==> src/rtl/fp_operand_stage.sv <==
`default_nettype none
// ============================================================================
//  Module      : fp_operand_stage
//  Description : Operand preparation stage for a single-precision fp adder.
//                Flushes denormals to signed zero, orders the pair by
//                magnitude, computes the saturated alignment shift, the
//                effective-subtract flag and a coarse operand class, and
//                hands the prepared pair downstream over valid/ready.
//                Build option FP_OPSTAGE_SKID_EN selects a 2-entry skid
//                buffer with a registered in_ready; otherwise a single
//                output register with a combinational in_ready is used.
//  Revision    : 1.0 - initial release
// ============================================================================
module fp_operand_stage (
   input  logic        clk,
   input  logic        rst,
   input  logic        in_valid,
   output logic        in_ready,
   input  logic [31:0] in_a,
   input  logic [31:0] in_b,
   output logic        out_valid,
   input  logic        out_ready,
   output logic [31:0] out_x,
   output logic [31:0] out_y,
   output logic [4:0]  out_shift,
   output logic        out_sub,
   output logic [1:0]  out_class,
   output logic [15:0] op_count
);

   localparam logic [7:0] EXP_MAX   = 8'hFF;
   localparam logic [7:0] SHIFT_SAT = 8'd24;

   typedef struct packed {
      logic [31:0] x;
      logic [31:0] y;
      logic [4:0]  shift;
      logic        sub;
      logic [1:0]  cls;
   } prep_t;

   prep_t       prep;
   prep_t       head;
   logic [31:0] fa;
   logic [31:0] fb;
   logic        a_ge;
   logic [7:0]  ediff;
   logic        push;
   logic        pop;

   // Flush, order by magnitude and classify the incoming pair
   always_comb begin
      fa         = (in_a[30:23] == 8'h00) ? {in_a[31], 31'd0} : in_a;
      fb         = (in_b[30:23] == 8'h00) ? {in_b[31], 31'd0} : in_b;
      // Ties keep in_a as the larger operand
      a_ge       = (fa[30:0] >= fb[30:0]);
      prep.x     = a_ge ? fa : fb;
      prep.y     = a_ge ? fb : fa;
      // x has the larger magnitude, so its exponent is never below y's
      ediff      = prep.x[30:23] - prep.y[30:23];
      prep.shift = (ediff > SHIFT_SAT) ? 5'd24 : ediff[4:0];
      prep.sub   = prep.x[31] ^ prep.y[31];
      if ((in_a[30:23] == EXP_MAX) || (in_b[30:23] == EXP_MAX))
         prep.cls = 2'b10;
      else if ((fa[30:0] == fb[30:0]) && (fa[31] != fb[31]))
         prep.cls = 2'b11;
      else if ((fa[30:0] == 31'd0) || (fb[30:0] == 31'd0))
         prep.cls = 2'b01;
      else
         prep.cls = 2'b00;
   end

   assign push      = in_valid && in_ready;
   assign pop       = out_valid && out_ready;
   assign out_x     = head.x;
   assign out_y     = head.y;
   assign out_shift = head.shift;
   assign out_sub   = head.sub;
   assign out_class = head.cls;

`ifdef FP_OPSTAGE_SKID_EN
   logic [1:0] count;
   logic [1:0] count_nxt;
   logic       not_full;
   prep_t      skid;

   // Occupancy after this cycle's accept/consume
   always_comb begin
      count_nxt = count + {1'b0, push} - {1'b0, pop};
   end

   // Two-entry buffer: head drives the outputs, skid holds the overflow pair
   always_ff @(posedge clk) begin
      if (rst) begin
         count    <= 2'd0;
         not_full <= 1'b1;
         head     <= '0;
         skid     <= '0;
      end else begin
         count    <= count_nxt;
         not_full <= (count_nxt < 2'd2);
         if (pop && (count == 2'd2))
            head <= skid;
         else if (push && ((count == 2'd0) || pop))
            head <= prep;
         else if (push)
            skid <= prep;
      end
   end

   assign in_ready  = !rst && not_full;
   assign out_valid = (count != 2'd0);
`else
   logic valid_q;

   // Single output register, reloadable in the same cycle it is consumed
   always_ff @(posedge clk) begin
      if (rst) begin
         valid_q <= 1'b0;
         head    <= '0;
      end else if (push) begin
         valid_q <= 1'b1;
         head    <= prep;
      end else if (out_ready) begin
         valid_q <= 1'b0;
      end
   end

   assign in_ready  = !rst && (!valid_q || out_ready);
   assign out_valid = valid_q;
`endif

   // Count of output transfers, wrapping naturally at 16 bits
   always_ff @(posedge clk) begin
      if (rst)
         op_count <= 16'd0;
      else if (pop)
         op_count <= op_count + 16'd1;
   end

endmodule
`default_nettype wire

==> config.mk <==
export PLATFORM = sky130hd
export DESIGN_NAME = fp_operand_stage
export DESIGN_NICKNAME = d
export VERILOG_FILES = /design/src/rtl/fp_operand_stage.sv
export SDC_FILE = /design/constraint.sdc
export NUM_CORES = 1
export LEC_CHECK = 0
export BUFFER_PORTS_ARGS = -buffer_cell sky130_fd_sc_hd__buf_2
export CAP_MARGIN = 20
export CORE_ASPECT_RATIO = 2
export CORE_UTILIZATION = 30
export CTS_CLUSTER_DIAMETER = 40
export CTS_CLUSTER_SIZE = 20
export DETAILED_ROUTE_END_ITERATION = 8
export PLACE_DENSITY = 0.59
export SLEW_MARGIN = 15
export SYNTH_ARGS = -nofsm -noshare
export SYNTH_HDL_FRONTEND = slang
export SYNTH_SLANG_ARGS = --single-unit
==> constraint.sdc <==
create_clock -name clk -period 7 [get_ports clk]
set_input_delay 0 -clock clk [delete_from_list [all_inputs] [get_ports clk]]
set_output_delay 0 -clock clk [all_outputs]
set_load 0.01 [all_outputs]
Yosys cells after proc, flatten, opt, wreduce, memory -nomap -nowiden
Cells that the tools add are included.
Widths: inputs -> output; s select.
- $add $sub $neg: 2
- mux-type cells: 10
- bitwise logic cells: 1
- eq/ne operators: 4
- reduce and logical (&&, ||, !) cells: 14
- $lt $le $gt $ge: 2
- operators by type and width (operator ; number):
    $mux 32 ; 2
    $logic_not 31->1 ; 2
    $mux 31 ; 2
    $eq 31x31->1 ; 1
    $ge 31x31->1 ; 1
    $add 16x1->16 const B ; 1
    $eq 8x8->1 const B ; 2
    $logic_not 8->1 ; 2
    $gt 8x5->1 const B ; 1
    $sub 8x8->8 ; 1
    $mux 5 ; 1
    $logic_and 1x1->1 ; 4
    $mux 2 ; 2
    $logic_or 1x1->1 ; 3
    $mux 1 ; 3
    $logic_not 1->1 ; 2
    $reduce_bool 2->1 ; 1
    $ne 1x1->1 ; 1
    $xor 1x1->1 ; 1
- input port bits: 68
- register bits: 89

Longest topological paths before layout
Gate-level depths: netlist (run 1).
- depth in word-level cells: 7
- depth in mapped cells: 16

Worst setup path before layout (run 1)
No wires, ideal clock.
- path type: input-to-reg
- from: in in_a[24]
- to: reg head, in the netlist out_shift[0]
- required time: 6939 ps
- path slack: 3385 ps
- stages on the path: 16
- data arrival time: 3555 ps
- path through: clkbuf_1 nor4_1 nand2_1 clkbuf_1 and2_1 ha_1 a211oi_1 nor2_1 o31a_1 o211a_2 nor2_1 o221ai_1 a22o_1 or3_4 a2111oi_4 a32o_1
- word-level cells in the longest chain between the ends: 7
- elaborated cells on any way between the ends: 8
- classes of those cells: add/sub (1); order compare (2); mux (4); reduce/logical (1)
- ends and longest elaborated chain (element ; RTL line ; RTL):
    from (decl) ; 19 ; input logic [31:0] in_a,
    $logic_not 8->1 ; 53 ; fa = (in_a[30:23] == 8'h00) ? {in_a[31], 31'd0} : in_a;
    $mux 31 (*) ; 53 ;
    $ge 31x31->1 ; 56 ; a_ge = (fa[30:0] >= fb[30:0]);
    $mux 32, on equally long branches ; 57, 58 ;
    $sub 8x8->8 (*) ; 60 ; ediff = prep.x[30:23] - prep.y[30:23];
    $gt 8x5->1 ; 61 ; prep.shift = (ediff > SHIFT_SAT) ? 5'd24 : ediff[4:0];
    $mux 5 (*) ; 61 ;
    to (signal assigned) ; 123 ; head <= prep;
    to (decl) ; 43 ; prep_t head;
Every way passes the cells marked *; elsewhere a longest branch is shown, timed or not.
A chain may end at the register's enable or synchronous reset.

Worst setup path in the final report (run 1)
- from: in in_a[28]
- to: reg head, in the netlist out_shift[0]
Same word-level chain as after synthesis.

==> results of run 1 <==
power by group through the flow:
stage	Clock (mW)	Combinational, mW	Sequential [mW]
4_1_cts	0.504	0.350	0.566
3_5_place_dp	0	0.346	0.577
3_3_place_gp	0	0.345	0.577
6_report	0.491	0.347	0.566
2_1_floorplan	0	0.204	0.593
5_1_grt	0.527	0.386	0.569
worst register-to-register path, stage by stage (launching register included):
cell and delay, ps:
dfxtp_1 340, nor2b_1 180, nor2_1 110, nand2_4 220
buf_4 760, nor3_1 330, a22o_1 240
placed cells by master, fill, tap and decap left out, types with 4 or more instances in the layout:
master and n:
buf_2 157, nor2_1 102, dfxtp_1 89, a21oi_1 86, o21ai_0 70, nand3_1 68
nand2_1 46, ha_1 32, and2_1 25, inv_1 15, xnor2_1 12, nand4_1 10
xor2_1 10, clkbuf_16 9, nor3_1 8, nor4_1 7, nand3b_1 7, mux2i_1 7
dlygate4sd3_1 6, and3_1 4, a32o_1 4
cells by family after synthesis:
| family | Yosys count | synth area share (%) |
|---|---|---|
| XOR/XNOR | 22 | 3.668 |
| AND/OR/NAND/NOR | 295 | 27.32 |
| AO/OA/AOI/OAI | 186 | 20.41 |
| buffers and inverters | 72 | 5.502 |
| adder cells (fa/ha/maj) | 32 | 7.623 |
| multiplexers | 8 | 1.548 |
| flip-flops | 89 | 33.92 |
final cells by class:
cell class,instances,area (µm²)
Fill cell,1923,10720
Multi-Input combinational cell,543,3197
Clock inverter,6,66.31
Clock buffer,10,229.0
Timing Repair Buffer,166,868.3
Tap cell,210,262.8
Sequential cell,89,1782
Inverter,16,60.06
worst paths after layout:
kind,start,end,slack [ps],cells after the start
min,in_a[26],out_x[26]$_SDFFE_PP0P_,20,3
max reg2reg,out_valid$_SDFFE_PP0P_,out_class[0]$_SDFFE_PP0P_,4740,6
max,in_a[28],out_shift[0]$_SDFFE_PP0P_,1800,16
min reg2reg,out_y[12]$_SDFFE_PP0P_,out_y[12]$_SDFFE_PP0P_,470,2
metrics by stage:
stage / setup WS (ps) / hold slack (ps) / power, mW
detailed placement: 1636 / 294.8 / 0.9235
finish: 1802 / 23.15 / 1.404
CTS: 1792 / 6.380 / 1.421
floorplan: 3385 / 59.39 / 0.7973
global placement: 1689 / 268.3 / 0.9220
global route: 1457 / 28.47 / 1.482
flip-flops by register name, indices dropped and copies added (netlist names):
signal,count
out_x,32
out_y,32
out_shift,5
op_count,16
out_sub,1
out_valid,1
out_class,2
what timing repair did:
item                      in CTS  in global routing
setup buffers                  0                  0
hold buffers                   6                  0
hold endpoints to repair       4                  0
routing by layer:
layer	part of all wire, %	GRT usage [%]
met1	37	20.34
met2	55	36.10
met3	3.3	2.731
met4	4.6	11.08
met5	0	0
==> results.py, run 1 <==
metrics = {
    "critical_path": {
        "required_ps": 7290,
        "cpMostUsedCell": "nor4_1",
        "critical_path_class": "input port to flip-flop",
        "cp-start-kind": "input port",
        "critPathMaxStageDelay_ps": 560,
        "cp.buffers_inverters": 2,
        "cp_cell_sequence": "dlygate4sd3_1 -> buf_2 -> nor4_1 -> nand2_1 -> and2_1 -> ha_1 -> nand4_1 -> nor4_1 -> nand3_2 -> and3_4 -> nand2_4 -> mux2_1 -> a311oi_1 -> xnor2_1 -> a2111oi_4 -> a32o_1",
        "cp_max_fo": 73,
        "arrival_ps": 5490,
        "critPathCaptureType": "flip-flop",
        "cp_slowest_cell": "nor4_1",
        "cpLargestDelayFamily": "simple AND/OR/NAND/NOR gates",
    },
    "pwr": {
        "power_per_cell_area_mw_per_mm2": 217.1,
        "vdd_ir_drop_max_uv": 106.5,
        "p_seq_share_pct": 40.3,
        "switchingPower_uw": 450.5,
        "static-leakage-power_nw": 2.916,
        "p_int_uw": 953.0,
        "power_frac_clock_pct": 35.0,
        "share_comb_of_total_power_pct": 24.7,
        "switching_share_pct": 32.10,
    },
    "clocking": {
        "root_buffer": "clkbuf_16",
        "ctsLongestPathBuffers": 2,
        "cts_tree": "done",
        "insertion_delay_ps": 350,
        "h-tree-depth": 3,
        "cts_sinks": 89,
        "cts.clk_slew.worst_paths_ps": 70,
        "numCtsBuffers": 9,
        "cts_resized": 0,
    },
    "sta": {
        "slew_violations": 0,
        "rsz0062_at_grt": "no",
        "timing.final.crit_period_ps": 5198,
        "maxSlewHeadroom_pct": 33.62,
        "fmax_mhz": 192.4,
        "finalSetupTns_ps": 0,
        "fin_worst_skew_ps": 9.081,
        "setup_viol": 0,
        "fin_crit_sh_pct": 74.26,
        "worst_pin_slew_ps": 995.7,
        "hold_viol": 0,
    },
    "floorplanning": {
        "floorplan.rows": 68,
        "start_util_pct": 30.56,
        "dieWidth_um": 95.57,
        "floorplan.core_area_mm2": 0.01719,
        "io_pins": 158,
        "die_y_um": 189.1,
        "fp.dieArea_mm2": 0.01807,
    },
    "logic_synthesis": {
        "synth_area_mm2": 0.005253,
        "synth_nets": 804,
        "syn_avg_cell_area_um2": 7.461,
        "synth-edff-count": 0,
        "yosysTopAreaCellShare_pct": 33.92,
        "synth_seq_cells": 89,
        "yosys.area.top_type": "dfxtp_1",
        "synthCells": 704,
        "synth.most_common_cell": "nor2_1",
        "ys_warn_count": 0,
        "synthArstFlopShare_pct": 0,
        "synth.distinct_cells": 53,
        "synth_commonest_cells": "nor2_1 (103), dfxtp_1 (89), a21oi_1 (86)",
        "yosysSeqAreaShare_pct": 33.92,
        "synthTopCellsByArea": "dfxtp_1 (34%), a21oi_1 (8.2%), ha_1 (7.6%), nor2_1 (7.4%), o21ai_0 (6.7%)",
        "synthFlopType": "dfxtp_1",
    },
    "drt": {
        "drt-pass1-iter-count": 5,
        "routed_wirelength_um": 17440,
        "vias_per_cell": 5.112,
        "first_iter_violations": 217,
        "ant_nets": 0,
        "wl_per_cell_um": 16.77,
        "drc": 0,
        "vias": 5316,
    },
    "final_layout": {
        "antenna_cells": 0,
        "drive_gt1_share_pct": 23.13,
        "layoutNonFillerInstCount": 1040,
        "design_area_mm2": 0.006465,
        "syn2layout_area_growth_pct": 23.08,
        "fin_util_pct": 37.62,
        "final_nets": 925,
    },
    "grt": {
        "grt_use_total_pct": 19.57,
        "grt_pass1_vias": 4995,
        "grt_overflow": 0,
        "grt_max_degree": 114,
        "antenna_found_initial": 0,
        "grt_pass1_wl_um": 26230,
    },
    "place": {
        "routabilityCongestion": 0.8885,
        "port_buffers": 157,
        "placed_cell_area_mm2": 0.006110,
        "dp_hpwl_um": 13230,
        "numPlacedInstances": 1018,
    },
    "worst_hold_path": {
        "hp-class": "input port to flip-flop",
    },
    "flow_run": {
        "drv_cap": 0,
    },
    "status": {
        "status": "finished, final reports clean",
    },
}
(Power assumes the default switching activity.)
==> run 2: changes to the inputs <==
--- a/config.mk
+++ b/config.mk
@@ -12,7 +12,7 @@
 export CTS_CLUSTER_DIAMETER = 40
 export CTS_CLUSTER_SIZE = 20
 export DETAILED_ROUTE_END_ITERATION = 8
-export PLACE_DENSITY = 0.59
+export PLACE_DENSITY = 0.61
 export SLEW_MARGIN = 15
 export SYNTH_ARGS = -nofsm -noshare
 export SYNTH_HDL_FRONTEND = slang
==> constraint.sdc (replaced) <==
create_clock -name clk -period 4.7 [get_ports clk]
set_input_delay 0 -clock clk [delete_from_list [all_inputs] [get_ports clk]]
set_output_delay 0 -clock clk [all_outputs]
set_load 0.01 [all_outputs]
==> run 2 against run 1 <==
  * Register-to-register slack got worse by 2200 ps
  * Combinational power increased by 50%
  * Clock-buffer cell count increased by 2
  * Flip-flop and latch count unchanged
  * Sequential share of layout area decreased by 0.26 points
  * Sequential power increased by 49%
  * Clock skew decreased by 1.7 ps
  * Global-route usage decreased by 0.67 points
  * Worst setup slack got worse by 1200 ps
  * Largest power group unchanged
==> results.py, run 2 (synthesis results as in run 1) <==
metrics = {
    "status": {
        "status": "finished, final reports clean",
    },
    "grt": {
        "grt_max_degree": 68,
        "grt_overflow": 0,
        "grt_use_total_pct": 18.90,
        "grt_pass1_wl_um": 25460,
        "antenna_found_initial": 0,
        "grt_pass1_vias": 5024,
    },
    "clocking": {
        "cts_sinks": 89,
        "h-tree-depth": 3,
        "ctsLongestPathBuffers": 2,
        "root_buffer": "clkbuf_16",
        "numCtsBuffers": 9,
        "insertion_delay_ps": 350,
        "cts_resized": 0,
        "cts_tree": "done",
        "cts.clk_slew.worst_paths_ps": 60,
    },
    "drt": {
        "drt-pass1-iter-count": 4,
        "vias_per_cell": 5.117,
        "ant_nets": 0,
        "routed_wirelength_um": 17250,
        "drc": 0,
        "first_iter_violations": 157,
        "vias": 5363,
        "wl_per_cell_um": 16.46,
    },
    "sta": {
        "hold_viol": 0,
        "fin_worst_skew_ps": 7.335,
        "whs_ps": 20.25,
        "timing.final.crit_period_ps": 4084,
        "fmax_mhz": 244.8,
        "finalSetupTns_ps": 0,
        "maxSlewHeadroom_pct": 55.93,
        "slew_violations": 0,
        "worst_pin_slew_ps": 661.1,
        "fin_crit_sh_pct": 86.90,
        "rsz0062_at_grt": "no",
        "layout_setup_ws_ps": 615.6,
        "setup_viol": 0,
    },
    "floorplanning": {
        "io_pins": 158,
        "floorplan.core_area_mm2": 0.01719,
        "fp.dieArea_mm2": 0.01807,
        "start_util_pct": 30.56,
        "floorplan.rows": 68,
        "die_y_um": 189.1,
        "dieWidth_um": 95.57,
    },
    "flow_run": {
        "drv_cap": 0,
    },
    "pwr": {
        "finalPower_mw": 2.093,
        "vdd_ir_drop_max_uv": 145.4,
        "power_per_cell_area_mw_per_mm2": 320.7,
        "static-leakage-power_nw": 2.956,
    },
    "final_layout": {
        "antenna_cells": 0,
        "final_nets": 933,
        "syn2layout_area_growth_pct": 24.25,
        "drive_gt1_share_pct": 23.87,
        "most-common-layout-cells": "buf_2 (157), nor2_1 (102), dfxtp_1 (89), a21oi_1 (86), o21ai_0 (70)",
        "final_common_cell": "buf_2",
        "design_area_mm2": 0.006526,
    },
    "place": {
        "routabilityCongestion": 0.8615,
        "placed_cell_area_mm2": 0.006177,
        "dp_hpwl_um": 13320,
        "dpl_worst_slack_ps": 246.8,
        "port_buffers": 157,
    },
    "critical_path": {
        "critical_path_class": "input port to flip-flop",
        "critPathMaxStageDelay_ps": 560,
        "cp_cell_sequence": "buf_2 -> nor4_1 -> nand2_1 -> buf_4 -> and2_1 -> ha_1 -> a211oi_1 -> nor2_1 -> o31a_1 -> o211ai_2 -> nand2_4 -> buf_4 -> a22o_1 -> a22o_1 -> or3_4 -> a2111oi_4 -> a32o_1",
        "cp_slowest_cell": "a2111oi_4",
        "cp-start-kind": "input port",
        "arrival_ps": 4380,
        "critPathCaptureType": "flip-flop",
        "required_ps": 5000,
        "cp_max_fo": 24,
    },
    "worst_hold_path": {
        "hp-class": "input port to flip-flop",
    },
}
==> run 2: routing by layer <==
layer / global-route usage, % / part of all wire, % / up-vias
met2: 35.60 / 56 / 139
met5: 0 / 0 / -
met3: 2.851 / 3.2 / 37
li1: - / - / 2723
met1: 18.88 / 37 / 2464
met4: 10.62 / 4.6 / 0
==> run 2: per-stage QoR <==
stage | utilization [%] | std cells
2_1_floorplan | - | 704
3_3_place_gp | 35.94 | 1027
3_5_place_dp | 35.94 | 1027
4_1_cts | 37.97 | 1048
5_1_grt | 37.97 | 1048
6_report | 37.97 | 1048
==> run 2: layout make-up <==
cell class	count	area, µm²
clock inverters	4	52.55
repair buffers	174	925.9
fillers	1890	10660
inverters	16	60.06
flip-flops and latches	89	1782
well taps	210	262.8
clock buffers	12	246.5
multi-input cells	543	3197
==> run 2: worst paths after layout <==
kind | from | endpoint | slack, ps | cells past startpoint
worst max register to register | out_valid$_SDFFE_PP0P_ | out_y[5]$_SDFFE_PP0P_ | 2580 | 5
worst min register to register | out_y[9]$_SDFFE_PP0P_ | out_y[9]$_SDFFE_PP0P_ | 470 | 2
worst max-delay path | in_a[27] | out_shift[2]$_SDFFE_PP0P_ | 620 | 17
worst min-delay path | in_a[28] | out_x[28]$_SDFFE_PP0P_ | 20 | 3
==> run 2: what timing repair did <==
action,CTS,global route
hold buffers,5,0
buffers inserted,0,0
hold endpoints to repair,3,0
==> run 2: power by group <==
part           leakage (nW)  switching [mW]  internal (mW)
logic                  2.08           0.324          0.197
registers             0.730          0.0306          0.812
clock network         0.147           0.301          0.428
total                  2.96           0.656           1.44
==> run 2: critical path, delay by kind of cell <==
family                   cells  cell delay (ps)
AO/OA/AOI/OAI                7             2040
AND/OR/NAND/NOR              6             1450
buffers and inverters        3              570
adder cells (fa/ha/maj)      1              310
